## src/rtl/uart_pkg.sv

```systemverilog
// uart_pkg
// Shared definitions for the UART receive and transmit sides.
// Holds the receiver state encoding and the default framing parameters
// so both directions agree on oversampling rate and word length.
package uart_pkg;

  // Default sample ticks per bit period.
  localparam int UART_OVERSAMPLE = 16;

  // Default number of data bits per frame, sent LSB first.
  localparam int UART_DATA_BITS = 8;

  // Receiver states. A frame walks IDLE -> START -> DATA -> STOP -> IDLE.
  typedef enum logic [1:0] {
    IDLE  = 2'd0,
    START = 2'd1,
    DATA  = 2'd2,
    STOP  = 2'd3
  } uart_state_e;

endpackage : uart_pkg

```

## src/rtl/uart_rx_sync.sv

```systemverilog
// uart_rx_sync
// Two-flop synchronizer that brings the asynchronous serial line into the
// clk domain. Both flops reset to 1 so that the idle-high line does not
// look like a start bit while reset is released.
//
// Ports
//   clk     system clock
//   rst     synchronous, active-high reset
//   async_i asynchronous serial input
//   sync_o  synchronized copy of async_i, two clk cycles late
module uart_rx_sync (
  input  logic clk,
  input  logic rst,
  input  logic async_i,
  output logic sync_o
);

  logic meta_q;
  logic sync_q;

  // The first flop may go metastable; only the second flop is used.
  always_ff @(posedge clk) begin
    if (rst) begin
      meta_q <= 1'b1;
      sync_q <= 1'b1;
    end else begin
      meta_q <= async_i;
      sync_q <= meta_q;
    end
  end

  assign sync_o = sync_q;

endmodule : uart_rx_sync

```

## src/rtl/uart_rx.sv

```systemverilog
// uart_rx
// Oversampling UART receiver. Finds the start bit's falling edge, confirms
// it at the middle of the start bit, then samples each data bit and the
// stop bit at their mid-points. Good frames update data_out_o with a
// one-clk data_valid_o pulse; a low stop bit gives a one-clk frame_err_o
// pulse and leaves data_out_o untouched.
//
// Ports
//   clk          system clock, all logic on posedge
//   rst          synchronous, active-high reset
//   tick_i       one-clk strobe at OVERSAMPLE x baud rate
//   rx_i         asynchronous serial line, idles high
//   data_out_o   last correctly framed word, held until the next good frame
//   data_valid_o one-clk pulse when data_out_o updates
//   frame_err_o  one-clk pulse when the stop bit is sampled low
//   busy_o       high from start-bit detection until return to IDLE
module uart_rx
  import uart_pkg::*;
#(
  parameter int OVERSAMPLE = UART_OVERSAMPLE,
  parameter int DATA_BITS  = UART_DATA_BITS
) (
  input  logic                 clk,
  input  logic                 rst,
  input  logic                 tick_i,
  input  logic                 rx_i,
  output logic [DATA_BITS-1:0] data_out_o,
  output logic                 data_valid_o,
  output logic                 frame_err_o,
  output logic                 busy_o
);

  localparam int TW = (OVERSAMPLE > 1) ? $clog2(OVERSAMPLE) : 1;
  localparam int BW = (DATA_BITS > 1) ? $clog2(DATA_BITS) : 1;

  // Last tick count of half a bit (start confirm) and of a full bit.
  localparam logic [TW-1:0] HALF_LAST = TW'(OVERSAMPLE / 2 - 1);
  localparam logic [TW-1:0] FULL_LAST = TW'(OVERSAMPLE - 1);
  localparam logic [BW-1:0] BIT_LAST  = BW'(DATA_BITS - 1);

  logic                 rx_s;

  uart_state_e          state_q,    state_d;
  logic [TW-1:0]        tick_cnt_q, tick_cnt_d;
  logic [BW-1:0]        bit_cnt_q,  bit_cnt_d;
  logic [DATA_BITS-1:0] shift_q,    shift_d;
  logic [DATA_BITS-1:0] data_q,     data_d;
  logic                 valid_q,    valid_d;
  logic                 ferr_q,     ferr_d;

  uart_rx_sync u_sync (
    .clk     (clk),
    .rst     (rst),
    .async_i (rx_i),
    .sync_o  (rx_s)
  );

  // State register. Reset has priority over a coincident tick.
  always_ff @(posedge clk) begin
    if (rst) begin
      state_q    <= IDLE;
      tick_cnt_q <= '0;
      bit_cnt_q  <= '0;
      shift_q    <= '0;
      data_q     <= '0;
      valid_q    <= 1'b0;
      ferr_q     <= 1'b0;
    end else begin
      state_q    <= state_d;
      tick_cnt_q <= tick_cnt_d;
      bit_cnt_q  <= bit_cnt_d;
      shift_q    <= shift_d;
      data_q     <= data_d;
      valid_q    <= valid_d;
      ferr_q     <= ferr_d;
    end
  end

  // Next-state logic. Nothing moves except on a tick, so the pulse
  // defaults of zero make data_valid/frame_err exactly one clk wide.
  always_comb begin
    state_d    = state_q;
    tick_cnt_d = tick_cnt_q;
    bit_cnt_d  = bit_cnt_q;
    shift_d    = shift_q;
    data_d     = data_q;
    valid_d    = 1'b0;
    ferr_d     = 1'b0;

    if (tick_i) begin
      case (state_q)
        IDLE: begin
          if (!rx_s) begin
            state_d    = START;
            tick_cnt_d = '0;
          end
        end

        // A start bit that is no longer low at its mid-point is a glitch.
        START: begin
          if (tick_cnt_q == HALF_LAST) begin
            tick_cnt_d = '0;
            if (!rx_s) begin
              state_d   = DATA;
              bit_cnt_d = '0;
            end else begin
              state_d = IDLE;
            end
          end else begin
            tick_cnt_d = tick_cnt_q + TW'(1);
          end
        end

        // From the start mid-point, every full bit lands on a data mid-point.
        DATA: begin
          if (tick_cnt_q == FULL_LAST) begin
            shift_d    = {rx_s, shift_q[DATA_BITS-1:1]};
            tick_cnt_d = '0;
            bit_cnt_d  = bit_cnt_q + BW'(1);
            if (bit_cnt_q == BIT_LAST) begin
              state_d = STOP;
            end
          end else begin
            tick_cnt_d = tick_cnt_q + TW'(1);
          end
        end

        // Leaving at the stop mid-point gives half a bit of slack to catch
        // a back-to-back start edge.
        STOP: begin
          if (tick_cnt_q == FULL_LAST) begin
            tick_cnt_d = '0;
            state_d    = IDLE;
            if (rx_s) begin
              data_d  = shift_q;
              valid_d = 1'b1;
            end else begin
              ferr_d = 1'b1;
            end
          end else begin
            tick_cnt_d = tick_cnt_q + TW'(1);
          end
        end

        default: begin
          state_d    = IDLE;
          tick_cnt_d = '0;
        end
      endcase
    end
  end

  assign data_out_o   = data_q;
  assign data_valid_o = valid_q;
  assign frame_err_o  = ferr_q;
  assign busy_o       = (state_q != IDLE);

endmodule : uart_rx

```

## config.mk

```make
export PLATFORM = sky130hd
export DESIGN_NAME = uart_rx
export DESIGN_NICKNAME = d
export VERILOG_FILES = /design/src/rtl/uart_pkg.sv /design/src/rtl/uart_rx_sync.sv /design/src/rtl/uart_rx.sv
export SDC_FILE = /design/constraint.sdc
export NUM_CORES = 1
export LEC_CHECK = 0
export ABC_AREA = 1
export BUFFER_PORTS_ARGS = -buffer_cell sky130_fd_sc_hd__buf_2
export CELL_PAD_IN_SITES_DETAIL_PLACEMENT = 0
export CELL_PAD_IN_SITES_GLOBAL_PLACEMENT = 2
export CORE_ASPECT_RATIO = 1.75
export CORE_MARGIN = 5
export CORE_UTILIZATION = 34
export DETAILED_ROUTE_END_ITERATION = 7
export MAX_ROUTING_LAYER = met4
export PLACE_DENSITY = 0.77
export SLEW_MARGIN = 20
export SYNTH_ARGS = -nofsm -noshare
export SYNTH_HDL_FRONTEND = slang
export SYNTH_SLANG_ARGS = --single-unit
export TNS_END_PERCENT = 5
```

## constraint.sdc

```tcl
create_clock -name clk -period 4 [get_ports clk]
set_input_delay 0.2 -clock clk [delete_from_list [all_inputs] [get_ports clk]]
set_output_delay 0.2 -clock clk [all_outputs]
set_load 0.03 [all_outputs]
```

==> results.toml, run 1 <==
[detailed_routing]
firstDrtPassIters = 4
drc = 0
viasPerCell = 4.880
routedWlPerCell_um = 12.95
first_iter_violations = 14
wl_um = 2913
final_antenna_net_count = 0
vias = 1098

[sta]
setup_viol = 0
skew_ps = 3.932
hold_violations = 0
clock.fmax_ghz = 0.6460
finalSetupTns_ps = 0
period_share = 0.3870
timing.final.crit_period_ps = 1548
tightest_slew_ps = 484.0
drv_slew = 0
relSlewSlack = 0.6770
holdWs_ps = 112.7
rsz0062_at_grt = "no"

[run]
drv_cap = 0

[synthesis]
synth_commonest_cells = "31 x nand2_1, 29 x dfxtp_1, 25 x nor2_1, 16 x a21oi_1, 16 x nand3_1"
yosysWarnings = 0
synth.most_common_cell = "nand2_1"
synth.avg_cell_area_um2 = 7.664
synth_area_um2 = 1226
ys_ff_latch = 29
synth_flop_cell = "dfxtp_1"
synth-edff-count = 0
synth_top_area_share = 0.4735
yosys.area.top_type = "dfxtp_1"
synth_area_leaders = "dfxtp_1 47%, nand2_1 9.5%, nor2_1 7.7%"
syn_nets = 167
synthCells = 160
synth_cell_type_count = 20
async_flop_share = 0
ys_seq_area_frac = 0.4735

[placement]
place_congestion = 0.8037
place_hpwl_um = 2261
io_buffers = 14

[layout]
n_fill_cell = 399
multi_input_area_um2 = 584.3
seq_area_um2 = 580.6
drive_gt1_frac = 0.1732
antenna_cells = 0
area_growth_pct = 16.84
final_net_count = 186

[worst_setup_path]
path_max_fanout = 10
critPathSlowestCell = "dfxtp_1"
reg2reg_depth = 6
path_class = "register to register"
regToRegEndpoint = "shift_q[1]$_SDFFE_PP0P_"
ff2ff_setup_slack_ps = 2450
cp.required_ps = 4160
cp-start-kind = "register"
max_stage_delay_ps = 370
crit_chain = "ha_1, nand3_2, nor2_8, nand2_4, o21ai_0, nor2_1"
critical_path_arrival_ps = 1700
startpoint = "tick_cnt_q[1]$_SDFFE_PP0P_"
crit_path_end_kind = "register"
r2r_start = "tick_cnt_q[1]$_SDFFE_PP0P_"

[worst_hold_path]
hold_depth = 2
hp-class = "primary input to register"
min_from = "rx_i"
hold_end = "u_sync.meta_q$_SDFF_PP1_"

[power]
power_frac_comb = 0.043
power.density_nw_per_um2 = 386.5
ir_drop_v = 0.0001930
p_sw_frac = 0.2172
seqPwrFrac = 0.528
p_leak_nw = 0.6288
switchingPower_mw = 0.1202
clkPwrFrac = 0.429
p_int_mw = 0.4334

[cts]
cts_root_buf = "clkbuf_8"
cts_max_path_buffers = 2
cts.repair.resized = 0
cts_max_level = 2
clock_sinks = 29
cts_setup_buffers = 0
cts-buffers-inserted = 5
hold_buffers = 0
clock_latency_ps = 270
cts_tree = "yes"
path_clk_slew_ps = 60

[floorplanning]
die_w_um = 55.40
rows = 29
die_y_um = 89.45
core_area_um2 = 3556
ios = 15
dieArea_um2 = 4955
start_util = 0.3448

[grt]
antenna_found_initial = 0
track_usage = 0.1400
grt_max_degree = 17
first_global_vias = 1166
grt_pass1_wl_um = 5237
overflow = 0

[outcome]
outcome = "finished, final reports clean"
==> power groups by stage <==
stage / clock network, mW / registers, mW / logic [mW]
after floorplan: 0 / 0.298 / 0.0171
after global placement: 0 / 0.299 / 0.0240
after detailed placement: 0 / 0.299 / 0.0239
after CTS: 0.246 / 0.293 / 0.0241
after global routing: 0.261 / 0.293 / 0.0280
final: 0.238 / 0.293 / 0.0235
==> layout by cell type (no fill, tap or decap), drive strengths merged, types with 2 or more instances in the layout <==
cell and count:
nand4 3, clkbuf 7, ha 3, dfxtp 29, nor4 2, buf 14
a21oi 17, nor2 27, or2 3, inv 12, nand3 17, nand2 33
o21ai 10
==> cell families (layout without fill, tap and decap cells) <==
| group | after synthesis | after routing | share of synthesized area |
|---|---|---|---|
| buffers and inverters | 15 | 34 | 0.05000 |
| AO/OA/AOI/OAI | 27 | 27 | 0.1163 |
| flip-flops | 29 | 29 | 0.4735 |
| adder cells (fa/ha/maj) | 3 | 3 | 0.03062 |
| AND/OR/NAND/NOR | 86 | 86 | 0.3296 |
==> critical path: cells and delay by family (launching register included) <==
kind,cells,cell delay [ps]
compound gates,1,240
simple gates,4,540
fa+ha+maj,1,270
flops,1,370
==> per-layer routing <==
| layer | global-route usage | share of wire | vias to the layer above |
|---|---|---|---|
| li1 | - | - | 567 |
| met1 | 0.1270 | 0.38 | 506 |
| met2 | 0.2705 | 0.57 | 18 |
| met3 | 0.02746 | 0.025 | 7 |
| met4 | 0.07743 | 0.022 | 0 |
| met5 | - | 0 | - |
==> sequential cells by signal (all words and copies together), names as in the netlist, named ones only <==
register / cells
u_sync.sync_o: 1
shift_q: 8
state_q: 1
u_sync.meta_q: 1
bit_cnt_q: 3
frame_err_o: 1
data_out_o: 8
tick_cnt_q: 4
data_valid_o: 1
==> per-stage QoR <==
step	cells	util	area [um^2]	setup slack, ps	power, mW
6_report	225	0.4029	1433	2452	0.5537
5_1_grt	225	0.4029	1433	2265	0.5819
4_1_cts	225	0.4029	1433	2450	0.5624
3_5_place_dp	218	0.3786	1346	2464	0.3228
3_3_place_gp	218	0.3786	1346	2472	0.3230
2_1_floorplan	160	-	1226	2661	0.3153
==> layout make-up <==
cell class                 instances  share of cell area
timing repair buffer              14             0.04891
multi-input combinational        116              0.4079
clock buffer                       7             0.06026
sequential                        29              0.4052
inverter                          13             0.03755
tap                               46             0.04017
==> worst max-delay path by stage <==
stage	end	slack, ps	cells past startpoint
final	shift_q[1]$_SDFFE_PP0P_	2450	6
after global routing	register	2260	8
after global placement	shift_q[1]$_SDFFE_PP0P_	2470	6
after CTS	shift_q[1]$_SDFFE_PP0P_	2450	6
after floorplan	bit_cnt_q[0]$_SDFFE_PP0P_	2660	8
after detailed placement	shift_q[1]$_SDFFE_PP0P_	2460	6
Note: power is estimated with default switching activity, not from simulation.
==> run 2, diff against run 1 <==
- CORE_UTILIZATION: 34 -> 29
- PLACE_DENSITY: 0.77 -> 0.7
- clock period: 4 -> 1.4 ns (I/O delays scaled with it)
==> run 2 against run 1 <==
Clock power rose to 2.9 times the previous value. Maximum frequency rose by 19%. Sequential share of layout area decreased by 2.5 points. Power increased to 2.9 times the previous value. Setup slack lost 2400 ps. Combinational power rose to 3.3 times the previous value. Die area rose by 15%. Via count is 3.1% higher. Critical path depth is 2 higher. Largest power group unchanged.
==> results.toml, run 2 (synthesized netlist as in run 1, its figures left out) <==
[layout]
antenna_cells = 0
final_cell_mix = "31 x nand2_1, 26 x dfxtp_1, 25 x nor2_1"
final_common_cell = "nand2_1"
area_growth_pct = 25.41
final_net_count = 196
fin_cells = 238
n_fill_cell = 460
drive_gt1_frac = 0.2328

[worst_setup_path]
path_class = "register to register"
crit_top_cell = "nand2_4"
cp.required_ps = 1570
critical_path_arrival_ps = 1470
crit_path_end_kind = "register"
crit_chain = "ha_4, nand3_4, nor2_8, nand2_4, nand2_4, nand3_1, nand2_1, nor2_1"
cp-start-kind = "register"
max_stage_delay_ps = 350
critPathSlowestCell = "dfxtp_2"
critPathTopFamily = "simple AND/OR/NAND/NOR gates"
path_max_fanout = 9
crit_buf_inv = 0

[sta]
period_share = 0.9300
setup_viol = 0
drv_slew = 0
rsz0062_at_grt = "no"
tightest_slew_ps = 469.9
hold_violations = 0
finalSetupTns_ps = 0
clock.fmax_ghz = 0.7680
timing.final.crit_period_ps = 1302
relSlewSlack = 0.6864
skew_ps = 3.108

[cts]
cts_max_level = 2
clock_sinks = 29
cts_tree = "yes"
clock_latency_ps = 270
cts_max_path_buffers = 2
cts_setup_buffers = 0
path_clk_slew_ps = 60
cts_root_buf = "clkbuf_8"
cts-buffers-inserted = 5

[floorplanning]
rows = 31
core_area_um2 = 4111
die_y_um = 96.02
ios = 15
dieArea_um2 = 5680
die_w_um = 59.16
start_util = 0.2982

[grt]
grt_pass1_wl_um = 4981
grt_max_degree = 17
antenna_found_initial = 0
first_global_vias = 1090
overflow = 0
track_usage = 0.1223

[detailed_routing]
viasPerCell = 4.756
firstDrtPassIters = 4
final_antenna_net_count = 0
first_iter_violations = 32
wl_um = 2981
routedWlPerCell_um = 12.53
drc = 0
vias = 1132

[placement]
io_buffers = 14
place_hpwl_um = 2244
place_congestion = 0.7269
dpl.cell_count = 230

[power]
ir_drop_v = 0.0006552
power.density_nw_per_um2 = 1041
p_leak_nw = 0.6760

[run]
drv_cap = 0

[outcome]
outcome = "finished, final reports clean"

[worst_hold_path]
hp-class = "primary input to register"
## run 2: cell types whose count changed in the layout (fill, tap and decap cells not counted), sizes merged
cell | previous run | this run
buf | 14 | 23
dlygate4sd3 | 0 | 1
## run 2: path summary, 6_finish.rpt
kind	start	depth (start not counted)	slack [ps]	to
worst min register to register	u_sync.meta_q$_SDFF_PP1_	1	410	u_sync.sync_o$_SDFF_PP1_
worst min-delay path	tick_i	3	120	frame_err_o$_SDFF_PP0_
worst max register to register	tick_cnt_q[0]$_SDFFE_PP0P_	8	100	bit_cnt_q[0]$_SDFFE_PP0P_
worst max-delay path	tick_cnt_q[0]$_SDFFE_PP0P_	8	100	bit_cnt_q[0]$_SDFFE_PP0P_
## run 2: timing repair
action,4_1_cts,5_1_grt
resized for setup,0,6
hold buffers,1,0
endpoints found under the setup margin,0,20
endpoints found under the hold margin,1,0
## run 2: routing by layer
layer / part of all wire / global-route usage
met1: 0.41 / 0.1211
met2: 0.52 / 0.2076
met3: 0.039 / 0.03490
met4: 0.036 / 0.07372
met5: 0 / -
## run 2: layout make-up
type	count	area, um^2	share of cell area
flip-flops and latches	29	584.3	0.3800
well taps	49	61.31	0.03987
inverters	13	53.80	0.03499
multi-input cells	116	604.3	0.3930
repair buffers	24	147.6	0.09601
clock buffers	7	86.33	0.05614
## run 2: per-stage QoR
stage	setup WS, ps	power [mW]	hold slack (ps)	area, um^2	utilization
after floorplan	61.41	0.9010	148.7	1226	-
after global placement	83.89	0.9307	252.5	1418	0.3448
after detailed placement	24.96	0.9305	256.3	1418	0.3448
after CTS	18.54	1.630	115.3	1514	0.3682
after global routing	5.294	1.679	133.4	1538	0.3740
final	97.95	1.600	123.1	1538	0.3740
## run 2: power by group
group	total (mW)	internal [mW]	switching, mW
clock	0.686	0.389	0.297
sequential	0.837	0.831	0.00528
combinational	0.0782	0.0270	0.0512
## run 2: worst min-delay path: cells and delay by family
kind	cells	cell delay, ps
buffers and inverters	1	130
and+or+nand+nor	2	160
==> run 3, diff against run 2 <==
- CORE_ASPECT_RATIO: 1.75 -> not set
- REMOVE_ABC_BUFFERS: not set -> 1
==> run 3 against run 2 <==
Register-to-register slack about the same. Sequential power about the same. Final area up 1.5%. Clock power up 31%. Via count down 1.9%. Power up 13%. Highest routed layer unchanged.
==> results.toml, run 3 (synthesized netlist as in run 1, its figures left out) <==
[floorplanning]
rows = 23
start_util = 0.3022
ios = 15
dieArea_um2 = 5629
core_area_um2 = 4058
die_y_um = 75.03
die_w_um = 75.03

[detailed_routing]
vias = 1111
routedWlPerCell_um = 12.34
firstDrtPassIters = 4
final_antenna_net_count = 0
viasPerCell = 4.668
drc = 0
wl_um = 2936
first_iter_violations = 55

[worst_setup_path]
path_class = "register to register"
critPathSlowestCell = "dfxtp_2"
crit_top_cell = "nand2_4"
max_stage_delay_ps = 380
path_max_fanout = 9
r2r_start = "tick_cnt_q[0]$_SDFFE_PP0P_"
regToRegEndpoint = "bit_cnt_q[2]$_SDFFE_PP0P_"
cp-start-kind = "register"
crit_path_end_kind = "register"
cp.required_ps = 1580
ff2ff_setup_slack_ps = 90
reg2reg_depth = 8
crit_chain = "ha_4, nand3_4, nor2_8, nand2_4, nand2_4, nand3_1, nand2_1, nor2_1"
critical_path_arrival_ps = 1490

[cts]
cts_tree = "yes"
cts-buffers-inserted = 5
clock_sinks = 29
clock_latency_ps = 280
cts_max_path_buffers = 2
path_clk_slew_ps = 70
cts_root_buf = "clkbuf_8"
cts_setup_buffers = 0
cts_max_level = 2

[grt]
antenna_found_initial = 0
grt_max_degree = 17
track_usage = 0.1160
first_global_vias = 1025
grt_pass1_wl_um = 4740
overflow = 0

[placement]
place_congestion = 0.8298
dpl.cell_count = 229
place_hpwl_um = 2099
io_buffers = 14

[run]
drv_cap = 0

[sta]
timing.final.crit_period_ps = 1309
setup_viol = 0
relSlewSlack = 0.6633
clock.fmax_ghz = 0.7641
period_share = 0.9348
hold_violations = 0
tightest_slew_ps = 504.5
skew_ps = 6.008
drv_slew = 0

[worst_hold_path]
hold_end = "data_valid_o$_SDFF_PP0_"
hp-class = "primary input to register"
hold_depth = 3
min_from = "tick_i"

[power]
power_mw = 1.808
p_leak_nw = 0.6824
power.density_nw_per_um2 = 1158
ir_drop_v = 0.0004911

[layout]
fin_util = 0.3848
drive_gt1_frac = 0.2394
n_fill_cell = 421
final_net_count = 194
final_common_cell = "nand2_1"
antenna_cells = 0
area_growth_pct = 27.35
final_cell_mix = "30 x nand2_1, 26 x dfxtp_1, 25 x nor2_1"
fin_cells = 238

[outcome]
outcome = "finished, final reports clean"
==> run 3: how the worst max path moves through the flow <==
| stage | slack, ps | cells past startpoint | end | from |
|---|---|---|---|---|
| 2_1_floorplan | 60 | 8 | bit_cnt_q[0]$_SDFFE_PP0P_ | tick_cnt_q[0]$_SDFFE_PP0P_ |
| 4_1_cts | 3 | 8 | bit_cnt_q[2]$_SDFFE_PP0P_ | tick_cnt_q[0]$_SDFFE_PP0P_ |
| 3_3_place_gp | 60 | 8 | bit_cnt_q[1]$_SDFFE_PP0P_ | tick_cnt_q[0]$_SDFFE_PP0P_ |
| 5_1_grt | -10 | 8 | bit_cnt_q[1]$_SDFFE_PP0P_ | tick_cnt_q[0]$_SDFFE_PP0P_ |
| 6_report | 90 | 8 | bit_cnt_q[2]$_SDFFE_PP0P_ | tick_cnt_q[0]$_SDFFE_PP0P_ |
| 3_5_place_dp | 10 | 8 | bit_cnt_q[2]$_SDFFE_PP0P_ | tick_cnt_q[0]$_SDFFE_PP0P_ |
==> run 3: layout make-up <==
cell class              instances  area [um^2]  area share
clock buffers                   7        86.33     0.05529
clock inverters                 1        30.03     0.01923
inverters                      13        53.80     0.03446
multi-input cells             116        611.8      0.3918
flip-flops and latches         29        584.3      0.3742
well taps                      50        62.56     0.04006
repair buffers                 22        132.6     0.08494
==> run 3: metrics by stage <==
| step | setup WS (ps) | setup TNS (ps) | hold WS (ps) | cell area [um^2] |
|---|---|---|---|---|
| after floorplan | 60.29 | 0 | 139.1 | 1219 |
| after global placement | 57.53 | 0 | 257.1 | 1404 |
| after detailed placement | 10.92 | 0 | 259.1 | 1404 |
| after CTS | 3.067 | 0 | 128.7 | 1530 |
| after global routing | -14.70 | -21.17 | 146.1 | 1562 |
| final | 91.27 | 0 | 131.2 | 1562 |
==> run 3: what timing repair did <==
| action | CTS | global route |
|---|---|---|
| hold buffers | 1 | 0 |
| endpoints found under the hold margin | 1 | 0 |
| setup endpoints to repair | 0 | 20 |
| resized for setup | 0 | 8 |
==> run 3: where the power goes <==
part / switching (mW) / internal [mW]
Sequential: 0.00549 / 0.831
Combinational: 0.0510 / 0.0250
Clock: 0.316 / 0.580
Total: 0.373 / 1.44
==> run 3: routing by layer <==
layer / vias up / global-route usage / part of all wire
li1: 584 / - / -
met1: 509 / 0.1572 / 0.53
met2: 16 / 0.1557 / 0.43
met3: 2 / 0.04139 / 0.030
met4: 0 / 0.04545 / 0.0065
met5: - / - / 0
==> run 3: worst max-delay path: cells and delay by family, from the launching register on <==
| family | cells | cell delay (ps) |
|---|---|---|
| adders and majority gates | 1 | 170 |
| and+or+nand+nor | 7 | 650 |
| DFF | 1 | 380 |
